[src/rtl/weight_display_ctrl.sv]
// weight_display_ctrl
// Front end for the six-digit seven-segment scan driver. Accepts a signed
// 24-bit load-cell reading over valid/ready, converts its magnitude to six
// BCD digits with a sequential shift-add-3 engine (24 shift cycles), flags
// sign and overflow, and rate-limits display updates with a hold timer.
//
// Ports:
//   clk        system clock, rising edge
//   rst_n      asynchronous active-low reset
//   in_valid   reading available
//   in_ready   block can accept a reading (IDLE and hold timer expired)
//   in_data    reading, two's complement, sampled on the handshake edge
//   bcd_out    six BCD digits, [3:0] units ... [23:20] 10^5 digit
//   neg_out    displayed value is negative
//   ovf_out    magnitude exceeded 999999, bcd_out saturated to 999999
//   bcd_valid  one-cycle pulse with each new bcd_out/neg_out/ovf_out
//   busy       conversion in progress (state is not IDLE)
module weight_display_ctrl #(
    parameter int REFRESH_DIV = 5_000_000
) (
    input  logic        clk,
    input  logic        rst_n,
    input  logic        in_valid,
    output logic        in_ready,
    input  logic [23:0] in_data,
    output logic [23:0] bcd_out,
    output logic        neg_out,
    output logic        ovf_out,
    output logic        bcd_valid,
    output logic        busy
);

    typedef enum logic [1:0] {IDLE, SHIFT, DONE} state_t;

    localparam logic [23:0] HOLD_LOAD = 24'(REFRESH_DIV - 1);
    localparam logic [23:0] MAX_DISP  = 24'd999999;

    state_t      state, state_next;
    logic [23:0] timer;
    logic [4:0]  cnt;
    logic [23:0] scratch;
    logic [23:0] mag;
    logic        sign;
    logic        ovf;
    logic [23:0] scratch_adj;

    // Two's-complement magnitude; 0x800000 maps to 8388608 as unsigned.
    function automatic logic [23:0] abs_mag(input logic [23:0] d);
        return d[23] ? (~d + 24'd1) : d;
    endfunction

    // Shift-add-3 correction: any digit >= 5 gets +3 before the shift so
    // that doubling carries correctly into the next decimal digit.
    function automatic logic [23:0] add3_digits(input logic [23:0] s);
        logic [23:0] r;
        for (int i = 0; i < 6; i++) begin
            r[i*4 +: 4] = (s[i*4 +: 4] >= 4'd5) ? s[i*4 +: 4] + 4'd3 : s[i*4 +: 4];
        end
        return r;
    endfunction

    // On overflow the scratch contents are meaningless; show all nines.
    function automatic logic [23:0] sat_bcd(input logic [23:0] s, input logic o);
        return o ? 24'h999999 : s;
    endfunction

    assign in_ready    = (state == IDLE) && (timer == 24'd0);
    assign busy        = (state != IDLE);
    assign scratch_adj = add3_digits(scratch);

    always_ff @(posedge clk or negedge rst_n) begin
        if (!rst_n) begin
            state <= IDLE;
        end else begin
            state <= state_next;
        end
    end

    always_comb begin
        state_next = state;
        case (state)
            IDLE:    if (in_valid && in_ready) state_next = SHIFT;
            SHIFT:   if (cnt == 5'd23) state_next = DONE;
            DONE:    state_next = IDLE;
            default: state_next = IDLE;
        endcase
    end

    always_ff @(posedge clk or negedge rst_n) begin
        if (!rst_n) begin
            timer     <= '0;
            cnt       <= '0;
            scratch   <= '0;
            mag       <= '0;
            sign      <= 1'b0;
            ovf       <= 1'b0;
            bcd_out   <= '0;
            neg_out   <= 1'b0;
            ovf_out   <= 1'b0;
            bcd_valid <= 1'b0;
        end else begin
            bcd_valid <= 1'b0;
            if (timer != 24'd0) timer <= timer - 24'd1;
            case (state)
                // capture: sign, magnitude and overflow decided up front
                IDLE: begin
                    if (in_valid && in_ready) begin
                        sign    <= in_data[23];
                        mag     <= abs_mag(in_data);
                        ovf     <= abs_mag(in_data) > MAX_DISP;
                        scratch <= '0;
                        cnt     <= '0;
                    end
                end
                // convert: correct digits, then shift {scratch, mag} left by one
                SHIFT: begin
                    scratch <= {scratch_adj[22:0], mag[23]};
                    mag     <= {mag[22:0], 1'b0};
                    cnt     <= cnt + 5'd1;
                end
                // publish: update display and start the hold interval
                DONE: begin
                    bcd_out   <= sat_bcd(scratch, ovf);
                    neg_out   <= sign;
                    ovf_out   <= ovf;
                    bcd_valid <= 1'b1;
                    timer     <= HOLD_LOAD;
                end
                default: ;
            endcase
        end
    end

endmodule

[config.mk]
export PLATFORM = sky130hd
export DESIGN_NAME = weight_display_ctrl
export DESIGN_NICKNAME = d
export VERILOG_FILES = /design/src/rtl/weight_display_ctrl.sv
export SDC_FILE = /design/constraint.sdc
export NUM_CORES = 1
export LEC_CHECK = 0
export BUFFER_PORTS_ARGS = -buffer_cell sky130_fd_sc_hd__buf_2
export CORE_MARGIN = 2
export CORE_UTILIZATION = 25
export CTS_CLUSTER_SIZE = 40
export DETAILED_ROUTE_END_ITERATION = 10
export PLACE_DENSITY = 0.41
export SETUP_SLACK_MARGIN = 0.05
export SYNTH_ARGS = -nofsm -noshare
export SYNTH_HDL_FRONTEND = slang
export SYNTH_SLANG_ARGS = --single-unit
[constraint.sdc]
create_clock -name clk -period 2.88 [get_ports clk]
set_clock_uncertainty 0.1 [all_clocks]
set_input_delay 0 -clock clk [delete_from_list [all_inputs] [get_ports clk]]
set_output_delay 0 -clock clk [all_outputs]
set_load 0.05 [all_outputs]
* After elaboration in Yosys (flattened, before gate mapping)
Cells that the tools add are included.
** Operators by class
- Add/sub/neg operators :: 9
- Magnitude comparators :: 7
- Eq/ne operators :: 5
- Multiplexer cells :: 20
- Bitwise operators :: 1
- Reduce and logical (&&, ||, !) cells :: 11
** Operators by type and width (count)
- $mux W24 :: 6
- $pmux W24 S2 :: 2
- $add A24 B1 Y24 const B :: 1
- $ge A4 B3 Y1 const B :: 6
- $gt A24 B20 Y1 const B :: 1
- $logic_not A24 Y1 :: 1
- $not A24 Y24 :: 1
- $reduce_bool A24 Y1 :: 1
- $sub A24 B1 Y24 const B :: 1
- $add A4 B2 Y4 const B :: 5
- $mux W4 :: 5
- $pmux W5 S2 :: 1
- $reduce_and A2 Y1 :: 3
- $reduce_bool A2 Y1 :: 3
- $add A5 B1 Y5 const B :: 1
- $eq A5 B5 Y1 const B :: 1
- $mux W5 :: 1
- $mux W2 :: 2
- $pmux W2 S2 :: 1
- $add A3 B2 Y3 const B :: 1
- $mux W3 :: 1
- $eq A2 B1 Y1 const B :: 1
- $eq A2 B2 Y1 const B :: 1
- $logic_and A1 B1 Y1 :: 2
- 4 further kinds :: 4
** Storage, ports and cells
- Bits in registers :: 108
- Input port bits :: 27

* Logic depth before layout (Yosys ltp)
Gate-level depths: netlist of the first run.
- Depth in word-level cells :: 5
- Depth in mapped cells :: 11
- Depth with buffers taken out :: 8

* Worst setup path before layout of the first run
OpenSTA, ideal clock, no wires.
- Path kind :: reg2out
- Start point :: register timer[0]
- End point :: output port in_ready
- Data arrival time :: 2.965 ns
- Required time :: 2.780 ns
- Slack :: -0.185 ns
- Cell stages (with the launch flop) :: 8
- Path buffers :: 1
- Cells stage by stage :: dfrtp_1 > inv_1 > ha_1 > or3b_2 > or3_1 > clkbuf_1 > or2_2 > nor3_1
** Between the ends
- Longest elaborated chain between the ends :: 2
** RTL lines
- start: declaration :: line 39 : logic [23:0] timer;
- start signal: assignment :: line 103 : if (timer != 24'd0) timer <= timer - 24'd1;
- $logic_not A24 Y1 :: line 67 : assign in_ready = (state == IDLE) && (timer == 24'd0);
- $logic_and A1 B1 Y1 :: line 67
- end: declaration :: line 24 : output logic in_ready,
Every way passes these cells.

* Worst setup path after layout of the first run
- Start point :: register timer[18]
- End point :: register mag[20]
** Between the ends
- Longest elaborated chain between the ends :: 5
** RTL lines
- $logic_not A24 Y1 :: line 67
- $logic_and A1 B1 Y1 :: line 67
- $logic_and A1 B1 Y1 :: line 107 : if (in_valid && in_ready) begin
- $ne A2 B1 Y1 (no source line)
- $reduce_and A2 Y1 (no source line)
- end signal: assignment :: line 109 : mag <= abs_mag(in_data);
- end signal: assignment :: line 118 : mag <= {mag[22:0], 1'b0};
- end: declaration :: line 42 : logic [23:0] mag;
Every way passes these cells.
A chain may end at the register's enable or synchronous reset.

==> metrics.log, run 1 <==
[metrics] result of the run: complete, no violations
[metrics] routed length per placed instance: around 14 um
[metrics] cells after synthesis: 619
[metrics] uppermost routed layer: met4
[metrics] maximum root-to-sink buffer count: 2
[metrics] final worst path period share: 0.933
[metrics] total clock sinks: 108
[metrics] Yosys warning total: 0
[metrics] max-slew headroom at the worst pin: 0.264
[metrics] count of vias placed by the detailed router: approximately 4700
[metrics] antenna violations before repair: 0
[metrics] Total Neg Setup Slack: 0 ns
[metrics] Core ar.: 22500 um2
[metrics] power density over the cells: 436 nW/um2
[metrics] layout net count: 736
[metrics] critical path cell sequence: or4_4, or4b_4, nor4_4, nor2_2, buf_12, a221o_1
[metrics] crit path setup slack, layout: about 0.19 ns
[metrics] kind of path behind the tightest hold check: in -> reg
[metrics] x dimension of the die: 155 um
[metrics] worst reg2reg path endpoint: mag[20]
[metrics] via count of the first global-routing pass: 4600
[metrics] Routed WL: 13.9 mm
[metrics] fraction of registers with async set/reset: 1.00
[metrics] proportion of synthesized chip area in sequential cells: 0.473
[metrics] setup repair after global routing missed its margin: yes
[metrics] number of pins with negative max-slew slack in the final report: 0
[metrics] Setup crit end: mag[20]
[metrics] synthesis-to-finish area growth: 22.0%
[metrics] Core Rows: between 50 and 60
[metrics] top_reg_cell synth: dfrtp_1
[metrics] total nets after synthesis: 661
[metrics] total leakage power: roughly 3 nW
[metrics] sort of element at the start of the critical path: flop
[metrics] EDFF count, synth: 0
[metrics] number of distinct library cells after synthesis: 53
[metrics] max-cap viol count: 0
[metrics] path depth of the worst reg2reg path: 6
[metrics] worst setup path startpoint: timer[18]
[metrics] total I/O pin count: 56
[metrics] total routing resource utilization after global routing: 0.122
[metrics] CP required: 3.02 ns
[metrics] worst-case vdd ir drop: 283 uV
[metrics] hpwl dp: 9.41 mm
[metrics] total setup violations reported at the end of the flow: 0
[metrics] Buffers on Ports: 55
[metrics] number of violations reported at the end of detailed-routing iteration 0: 298
[metrics] Die Y: around 160 um
[metrics] count of antenna-violating nets left after detailed routing: 0
[metrics] ranking of synthesized cells by instance count: dfrtp_1 (108), nand2_1 (106), o21ai_0 (53), nor2_1 (47), xnor2_1 (29)
[metrics] combined area of all synthesized cells: 5710 um2
[metrics] post-CTS clock slew at the launch and capture registers of the worst setup and hold paths: about 0.07 ns
[metrics] dominant cells by area after synthesis: dfrtp_1 (47%), nand2_1 (7.0%), o21ai_0 (4.6%)
[metrics] Root Buffer Master: clkbuf_16
[metrics] WL met2: 6.00 mm
[metrics] share of Yosys cell area claimed by the top area cell type: 0.473
[metrics] synthesized area divided by synthesized cell count: 9.22 um2
[metrics] startpoint of the worst-slack reg-to-reg timing path: timer[18]
[metrics] maximum operating frequency: approximately 370 MHz
[metrics] Placed Cells incl. Taps: 947
[metrics] clock period minus worst slack: ~2.7 ns
[metrics] clock tree from TritonCTS: done
[metrics] non-filler cells, final: 984
[metrics] Placer Congestion: 0.798
[metrics] Reg2Reg Setup Slack: 0.19 ns
[metrics] library cell occupying the most area in the post-synthesis netlist: dfrtp_1
[metrics] register bit count reported by yosys: 108
[metrics] number of antenna repair diodes: 0
[metrics] Crit. End Element: flop
[metrics] standard cell with the maximum stage delay on the critical path: or4b_4
[metrics] average vias per placed instance: 4.73
[metrics] met3 routed wirelength: 452 um
[metrics] total count of hold-check failures in the final report: 0
[metrics] total routed wire length on the met1 layer: 7.18 mm
[metrics] maximum number of pins on one net before global-route repair: 66
[metrics] number of buffers inserted during clock tree synthesis: 9
[metrics] delay contributed by the slowest stage of the critical path: 0.60 ns
[metrics] critical path arrival: 2.83 ns
[metrics] clk_lat worst skew: 0.35 ns
[metrics] Remaining DRCs: 0
[metrics] pre-CTS worst setup slack: 0.0807 ns
[metrics] wire length of the first global-routing pass: 23.8 mm
[metrics] aggregate global routing overflow: 0
[metrics] initial core utilization: 0.254
[metrics] H-tree level count: 3
[metrics] router iterations before antenna repair: 4
[metrics] most common cell in the synthesized netlist: dfrtp_1
[metrics] worst setup path category: reg -> reg
[metrics] worst-margin pin slew: 1.10 ns
[metrics] area of the die: 24100 um2
[metrics] fraction of final layout cells with drive strength greater than 1: 0.163
[metrics] maximum net fanout on the critical path: 33
[final cells by class]
cell class / instances / area, um2
Clock buffer: 10 / 229
Tap cell: 285 / 357
Multi-Input combinational cell: 458 / 2830
Clock inverter: 6 / 87.6
Inverter: 20 / 75.1
Sequential cell: 108 / 2700
Fill cell: 2314 / 15500
Timing Repair Buffer: 97 / 684
[registers in the layout, indices dropped and copies added, names as in the netlist]
signal	flops
bcd_out	24
bcd_valid	1
cnt	5
mag	24
neg_out	1
ovf	1
ovf_out	1
scratch	24
sign	1
state	2
timer	24
[cell families after synthesis]
family,share of synthesized area
compound gates,0.152
simple gates,0.217
fa+ha+maj,0.0329
buf+inv,0.0373
xor+xnor,0.0783
mux,0.00921
flops,0.473
[layout by cell type, fill, tap and decap left out, drive strengths merged, types with 15 or more instances in the layout]
cell | Yosys | routed
dfrtp | 108 | 108
nand2 | 106 | 106
buf | 7 | 78
o21ai | 56 | 56
nor2 | 48 | 48
xnor2 | 29 | 29
xor2 | 22 | 22
inv | 19 | 20
a21oi | 19 | 19
dlygate4sd3 | 0 | 19
o31ai | 18 | 18
nor3 | 16 | 16
nor4 | 16 | 16
ha | 15 | 15
[repair_timing]
item | 4_1_cts | 5_1_grt
gates resized for setup | 7 | 2
hold buffers | 19 | 0
endpoints found under the hold margin | 84 | 0
setup endpoints to repair | 2 | 39
pin swaps | 2 | 1
setup buffers | 2 | 0
[stage by stage]
| stage | power [mW] | utilization | cell area (um2) | hold slack (ns) |
|---|---|---|---|---|
| floorplan | 1.61 | - | 5710 | -0.396 |
| global placement | 1.70 | 0.285 | 6410 | 0.0756 |
| detailed placement | 1.70 | 0.285 | 6410 | 0.0839 |
| CTS | 3.09 | 0.309 | 6950 | 0.00983 |
| global route | 3.16 | 0.309 | 6960 | 0.0631 |
| finish | 3.03 | 0.309 | 6960 | 0.0182 |
[routing by layer]
layer	vias to the layer above	global-route usage
li1	2334	-
met1	2213	0.175
met2	93	0.188
met3	14	0.0150
met4	0	0.0450
met5	-	0
[worst min path at each step]
| stage | startpoint | to | slack (ns) | cells past startpoint |
|---|---|---|---|---|
| CTS | in_data[15] | mag[15] | 0.01 | 4 |
| global placement | rst_n | bcd_out[13] | 0.08 | 1 |
| floorplan | rst_n | bcd_out[0] | -0.40 | 0 |
| global route | in_data[6] | mag[6] | 0.06 | 4 |
| detailed placement | rst_n | bcd_out[13] | 0.08 | 1 |
| finish | in_data[15] | mag[15] | 0.02 | 4 |
[where the power goes]
part           internal, mW  total [mW]  switching [mW]
Combinational        0.0680       0.169           0.101
Clock                 0.765        1.35           0.584
Sequential             1.51        1.51               0
[worst max-delay path: cells and delay by family, from the launching register on]
kind / cells / cell delay (ns)
buffers and inverters: 1 / 0.19
AOI/OAI and AO/OA: 1 / 0.29
DFF: 1 / 0.39
and+or+nand+nor: 4 / 1.61
Note: power is estimated with default switching activity, not from simulation.
==> run 2: changes to the inputs <==
CORE_MARGIN = unset   (was 2)
==> metrics.log, run 2 (same netlist as run 1, synthesis figures left out) <==
[metrics] result of the run: complete, no violations (unchanged)
[metrics] worst reg2reg path endpoint: timer[19] (was mag[20])
[metrics] CP required: 3.00 ns (was 3.02 ns)
[metrics] layout net count: 734 (was 736)
[metrics] number of pins with negative max-slew slack in the final report: 0 (unchanged)
[metrics] total I/O pin count: 56 (unchanged)
[metrics] setup repair bufs after CTS: 0 (was 2)
[metrics] routed length per placed instance: 14.5 um (was 14.1 um)
[metrics] maximum root-to-sink buffer count: 2 (unchanged)
[metrics] total routing resource utilization after global routing: 0.127 (was 0.122)
[metrics] worst setup path category: reg -> reg (unchanged)
[metrics] kind of cell adding the most delay to the critical path: simple AND/OR/NAND/NOR gates (unchanged)
[metrics] Reg2Reg Setup Slack: 0.16 ns (was 0.19 ns)
[metrics] worst-case vdd ir drop: 266 uV (was 283 uV)
[metrics] synthesis-to-finish area growth: 20.7% (was 22.0%)
[metrics] number of antenna repair diodes: 0 (unchanged)
[metrics] setup repair after global routing missed its margin: yes (unchanged)
[metrics] clk_lat worst skew: 0.35 ns (about the same)
[metrics] Crit. End Element: flop (unchanged)
[metrics] summed area of non-filler cells in the final layout: 6890 um2 (was 6960 um2)
[metrics] path depth of the worst reg2reg path: 8 (was 6)
[metrics] delay contributed by the slowest stage of the critical path: 0.57 ns (was 0.60 ns)
[metrics] pre-CTS worst setup slack: 0.0839 ns (was 0.0807 ns)
[metrics] final worst path period share: 0.943 (was 0.933)
[metrics] Placed Area: 6400 um2 (was 6410 um2)
[metrics] WL met2: 6.45 mm (was 6.00 mm)
[metrics] Root Buffer Master: clkbuf_16 (unchanged)
[metrics] clock period minus worst slack: 2.72 ns (was 2.69 ns)
[metrics] standard cell with the maximum stage delay on the critical path: or4_4 (was or4b_4)
[metrics] startpoint of the worst-slack reg-to-reg timing path: timer[18] (unchanged)
[metrics] max-slew headroom at the worst pin: 0.455 (was 0.264)
[metrics] area of the die: 23400 um2 (was 24100 um2)
[metrics] total number of cells along the worst setup path: 8 (was 6)
[metrics] critical path arrival: 2.83 ns (about the same)
[metrics] sort of element at the start of the critical path: flop (unchanged)
[metrics] critical path cell sequence: or4_4, or4b_4, buf_4, o311ai_2, buf_4, nor4_1, xnor2_1, nand2_1 (was or4_4, or4b_4, nor4_4, nor2_2, buf_12, a221o_1)
[metrics] total routed wire length on the met1 layer: 7.04 mm (was 7.18 mm)
[metrics] most common cell after layout, fill and taps aside: dfrtp_1 (unchanged)
[metrics] hpwl dp: 9.96 mm (was 9.41 mm)
[metrics] maximum net fanout on the critical path: 10 (was 33)
[metrics] met3 routed wirelength: 438 um (was 452 um)
[metrics] Total Neg Setup Slack: 0 ns (unchanged)
[metrics] count of antenna-violating nets left after detailed routing: 0 (unchanged)
[metrics] initial core utilization: 0.258 (was 0.254)
[metrics] clock tree from TritonCTS: done (unchanged)
[metrics] uppermost routed layer: met4 (unchanged)
[metrics] Die Y: 153 um (was 155 um)
[metrics] total setup violations reported at the end of the flow: 0 (unchanged)
[metrics] maximum operating frequency: 368 MHz (was 372 MHz)
[metrics] Fill cells: 2312 (was 2314)
[metrics] Worst Min Path Start: in_data[2] (was in_data[15])
[metrics] wire length of the first global-routing pass: 23.6 mm (was 23.8 mm)
[metrics] count of vias placed by the detailed router: 4659 (was 4654)
[metrics] number of violations reported at the end of detailed-routing iteration 0: 275 (was 298)
[metrics] crit-path most repeated cell: buf_4
[metrics] maximum number of pins on one net before global-route repair: 45 (was 66)
[metrics] average vias per placed instance: 4.77 (was 4.73)
[metrics] crit path setup slack, layout: 0.165 ns (was 0.192 ns)
[metrics] antenna violations before repair: 0 (unchanged)
[metrics] total clock sinks: 108 (unchanged)
[metrics] Remaining DRCs: 0 (unchanged)
[metrics] kind of path behind the tightest hold check: in -> reg (unchanged)
[metrics] Worst Hold Path EP: mag[2] (was mag[15])
[metrics] fraction of final layout cells with drive strength greater than 1: 0.159 (was 0.163)
[metrics] router iterations before antenna repair: 4 (unchanged)
[metrics] x dimension of the die: 153 um (was 155 um)
[metrics] aggregate global routing overflow: 0 (unchanged)
[metrics] via count of the first global-routing pass: 4572 (was 4600)
[metrics] H-tree level count: 3 (unchanged)
[metrics] buffer and inverter count on the worst path: 2 (was 1)
[metrics] post-CTS clock slew at the launch and capture registers of the worst setup and hold paths: 0.07 ns (about the same)
[metrics] cell count of the worst hold path: 4 (unchanged)
[metrics] worst-margin pin slew: 0.817 ns (was 1.10 ns)
[metrics] total leakage power: 3.06 nW (was 3.09 nW)
[metrics] total count of hold-check failures in the final report: 0 (unchanged)
[metrics] Buffers on Ports: 55 (unchanged)
[metrics] number of buffers inserted during clock tree synthesis: 9 (unchanged)
[metrics] Core ar.: 22100 um2 (was 22500 um2)
[metrics] max-cap viol count: 0 (unchanged)
[metrics] most frequent cells in the layout: dfrtp_1 (108), nand2_1 (106), buf_2 (53) (was dfrtp_1 (108), nand2_1 (106), o21ai_0 (53), buf_2 (53), nor2_1 (47))
[metrics] Core Rows: 54 (was 55)
[metrics] Placer Congestion: 0.838 (was 0.798)
[metrics] Routed WL: 14.2 mm (was 13.9 mm)
[metrics] core occupancy in the finished layout: 0.312 (was 0.309)
[metrics] power density over the cells: 418 nW/um2 (was 436 nW/um2)
==> run 2: layout make-up <==
type / count / area, um2 / area share
clock buffer: 13 / 260 / 0.0378
timing repair buffer: 95 / 654 / 0.0950
clock inverter: 3 / 21.3 / 0.00309
inverter: 20 / 75.1 / 0.0109
sequential: 108 / 2700 / 0.392
multi-input combinational: 458 / 2830 / 0.410
tap: 280 / 350 / 0.0509
==> run 2: per-layer routing <==
| layer | vias to the layer above | GRT usage |
|---|---|---|
| li1 | 2326 | - |
| met1 | 2236 | 0.168 |
| met2 | 80 | 0.205 |
| met3 | 17 | 0.0227 |
| met4 | 0 | 0.0505 |
| met5 | - | 0 |
==> run 2: stage by stage <==
stage / hold slack (ns) / instances / total power [mW]
floorplan: -0.396 / 619 / 1.61
global placement: -0.0547 / 943 / 1.70
detailed placement: -0.0477 / 943 / 1.70
CTS: 0.0146 / 977 / 2.94
global route: 0.0428 / 977 / 3.01
finish: 0.0217 / 977 / 2.88
==> run 2: worst max path at each step <==
stage / end / from / slack (ns)
global route: timer[22] / timer[0] / 0.04
detailed placement: cnt[2] / timer[18] / 0.08
global placement: timer[19] / timer[18] / 0.12
finish: timer[19] / timer[18] / 0.16
CTS: timer[19] / timer[18] / 0.06
floorplan: mag[13] / timer[18] / 0.12
==> run 2: timing repair <==
action,in CTS,in global routing
endpoints found under the hold margin,60,0
hold buffers,18,0
resized for setup,2,6
endpoints found under the setup margin,1,55
pin swaps,0,2
gates cloned,0,0
==> run 2: worst register-to-register path, stage by stage, from the launching register on <==
cell      delay, ns
dfrtp_1        0.41
or4_4          0.57
or4b_4         0.54
buf_4          0.18
o311ai_2       0.26
buf_4          0.22
nor4_1         0.08
xnor2_1        0.16
nand2_1        0.07
==> run 2: power breakdown <==
group | switching, mW | internal (mW)
Clock | 0.559 | 0.636
Sequential | 0 | 1.52
Combinational | 0.102 | 0.0670
Total | 0.661 | 2.22
==> run 3: changes to the inputs <==
CORE_ASPECT_RATIO = 1.5   (was unset)
REMOVE_ABC_BUFFERS = 1   (was unset)
==> metrics.log, run 3 (same netlist as run 1, synthesis figures left out) <==
[metrics] fraction of final layout cells with drive strength greater than 1: 0.173 (was 0.159)
[metrics] Buffers on Ports: 55 (unchanged)
[metrics] sort of element at the start of the critical path: flop (unchanged)
[metrics] total leakage power: 3.12 nW (was 3.06 nW)
[metrics] wire length of the first global-routing pass: 24.6 mm (was 23.6 mm)
[metrics] Crit. End Element: flop (unchanged)
[metrics] Placed Cells incl. Taps: 942 (was 943)
[metrics] clock tree from TritonCTS: done (unchanged)
[metrics] kind of path behind the tightest hold check: in -> reg (unchanged)
[metrics] buffer and inverter count on the worst path: 2 (unchanged)
[metrics] clk_lat worst skew: 0.35 ns (about the same)
[metrics] Worst Min Path Start: in_data[7] (was in_data[2])
[metrics] total routing resource utilization after global routing: 0.131 (was 0.127)
[metrics] total clock sinks: 108 (unchanged)
[metrics] H-tree level count: 3 (unchanged)
[metrics] maximum net fanout on the critical path: 10 (unchanged)
[metrics] result of the run: finished, violations left (was complete, no violations)
[metrics] total count of hold-check failures in the final report: 0 (unchanged)
[metrics] number of violations reported at the end of detailed-routing iteration 0: 178 (was 275)
[metrics] Placer Congestion: 0.784 (was 0.838)
[metrics] part of the power in the clock network: 0.463 (was 0.415)
[metrics] max-cap viol count: 0 (unchanged)
[metrics] routed length per placed instance: 15.0 um (was 14.5 um)
[metrics] initial core utilization: 0.255 (was 0.258)
[metrics] maximum operating frequency: 366 MHz (was 368 MHz)
[metrics] total I/O pin count: 56 (unchanged)
[metrics] total setup violations reported at the end of the flow: 0 (unchanged)
[metrics] switching pwr: 0.684 mW (was 0.661 mW)
[metrics] Core ar.: 22400 um2 (was 22100 um2)
[metrics] area taken by flip-flops and latches: 2700 um2 (unchanged)
[metrics] hpwl dp: 10.3 mm (was 9.96 mm)
[metrics] layout net count: 738 (was 734)
[metrics] combinational cell fraction of total power: 0.055 (was 0.059)
[metrics] standard cell with the maximum stage delay on the critical path: or4_4 (unchanged)
[metrics] total number of cells along the worst setup path: 8 (unchanged)
[metrics] number of buffers inserted during clock tree synthesis: 9 (unchanged)
[metrics] Root Buffer Master: clkbuf_16 (unchanged)
[metrics] worst-case vdd ir drop: 301 uV (was 266 uV)
[metrics] setup repair after global routing missed its margin: no (was yes)
[metrics] Fill cells: 2303 (was 2312)
[metrics] aggregate global routing overflow: 0 (unchanged)
[metrics] critical path cell sequence: or4_4, or4b_4, buf_6, nor4_4, nor2_4, buf_12, a22o_1, a21o_1 (was or4_4, or4b_4, buf_4, o311ai_2, buf_4, nor4_1, xnor2_1, nand2_1)
[metrics] area of the die: 23500 um2 (was 23400 um2)
[metrics] cell count of the worst hold path: 4 (unchanged)
[metrics] Core Rows: 67 (was 54)
[metrics] maximum root-to-sink buffer count: 2 (unchanged)
[metrics] kind of cell adding the most delay to the critical path: simple AND/OR/NAND/NOR gates (unchanged)
[metrics] violations in the final reports: DRC
[metrics] average vias per placed instance: 4.85 (was 4.77)
[metrics] path depth of the worst reg2reg path: 8 (unchanged)
[metrics] fraction of power spent switching nets: 0.218 (was 0.230)
[metrics] synthesis-to-finish area growth: 22.7% (was 20.7%)
[metrics] via count of the first global-routing pass: 4824 (was 4572)
[metrics] Routed WL: 14.6 mm (was 14.2 mm)
[metrics] clock period minus worst slack: 2.73 ns (was 2.72 ns)
[metrics] antenna violations before repair: 0 (unchanged)
[metrics] final worst path period share: 0.948 (was 0.943)
[metrics] Flop pwr share: 0.482 (was 0.526)
[metrics] Power Internal: 2.46 mW (was 2.22 mW)
[metrics] most common cell after layout, fill and taps aside: dfrtp_1 (unchanged)
[metrics] Remaining DRCs: 3 (was 0)
[metrics] Total Neg Setup Slack: 0 ns (unchanged)
[metrics] CP required: 3.02 ns (was 3.00 ns)
[metrics] router iterations before antenna repair: 9 (was 4)
[metrics] max-slew headroom at the worst pin: 0.428 (was 0.455)
[metrics] Die Y: 187 um (was 153 um)
[metrics] x dimension of the die: 125 um (was 153 um)
[metrics] startpoint of the worst-slack reg-to-reg timing path: timer[16] (was timer[18])
[metrics] most frequent cells in the layout: dfrtp_1 (108), nand2_1 (106), buf_2 (53) (unchanged)
[metrics] delay contributed by the slowest stage of the critical path: 0.56 ns (was 0.57 ns)
[metrics] area of the multi-input gates: 2820 um2 (was 2830 um2)
[metrics] worst-margin pin slew: 0.857 ns (was 0.817 ns)
[metrics] maximum number of pins on one net before global-route repair: 62 (was 45)
[metrics] count of antenna-violating nets left after detailed routing: 0 (unchanged)
[metrics] worst setup path category: reg -> reg (unchanged)
[metrics] worst setup path startpoint: timer[16] (was timer[18])
[metrics] power density over the cells: 448 nW/um2 (was 418 nW/um2)
[metrics] critical path arrival: 2.87 ns (was 2.83 ns)
[metrics] post-CTS clock slew at the launch and capture registers of the worst setup and hold paths: 0.07 ns (about the same)
[metrics] number of antenna repair diodes: 0 (unchanged)
[metrics] count of vias placed by the detailed router: 4742 (was 4659)
[metrics] non-filler cells, final: 977 (unchanged)
[metrics] number of pins with negative max-slew slack in the final report: 0 (unchanged)
run 3: final cells by class:
type                    instances  area share
repair buffers                 99       0.101
flip-flops and latches        108       0.386
inverters                      20      0.0107
clock inverters                 6      0.0159
well taps                     276      0.0493
clock buffers                  10      0.0341
multi-input cells             458       0.403
run 3: worst paths after layout:
| path | end | slack [ns] |
|---|---|---|
| min in group asynchronous | bcd_out[19] | 0.12 |
| hold reg to reg | bcd_out[4] | 0.36 |
| setup / recovery | mag[17] | 0.15 |
| setup reg to reg | mag[17] | 0.15 |
| max in group asynchronous | timer[15] | 1.77 |
| hold / removal | mag[7] | 0.02 |
run 3: power groups by stage:
stage                     sequential (mW)  combinational (mW)  clock [mW]
after floorplan                      1.55              0.0620           0
after global placement               1.55               0.157           0
after detailed placement             1.55               0.160           0
after CTS                            1.51               0.177        1.51
after global routing                 1.51               0.196        1.57
final                                1.52               0.173        1.45
run 3: timing repair:
action | CTS | global route
hold buffers | 16 | 0
setup buffers | 0 | 2
pin swaps | 0 | 3
setup endpoints to repair | 2 | 34
endpoints found under the hold margin | 62 | 0
cloned | 0 | 1
resized for setup | 3 | 7
run 3: worst min-delay path: cells and delay by family:
kind,cells,cell delay (ns)
AND/OR/NAND/NOR,1,0.09
buffers and inverters,1,0.14
XOR/XNOR,1,0.09
AO/OA/AOI/OAI,1,0.11
run 3: routing by layer:
layer	wire length [um]	global-route usage	part of all wire	vias up
li1	-	-	-	2321
met1	6430	0.154	0.44	2350
met2	7690	0.238	0.53	59
met3	283	0.0189	0.019	12
met4	230	0.0488	0.016	0
met5	0	0	0	-
run 3: metrics by stage:
step	total power, mW	utilization	hold slack [ns]	setup slack, ns	cell area, um2
2_1_floorplan	1.61	-	-0.396	-0.518	5570
3_3_place_gp	1.70	0.287	-0.0223	0.118	6420
3_5_place_dp	1.71	0.287	-0.0186	0.0787	6420
4_1_cts	3.20	0.310	0.000594	0.0514	6950
5_1_grt	3.28	0.313	0.0528	0.0364	7000
6_report	3.14	0.313	0.0155	0.150	7000
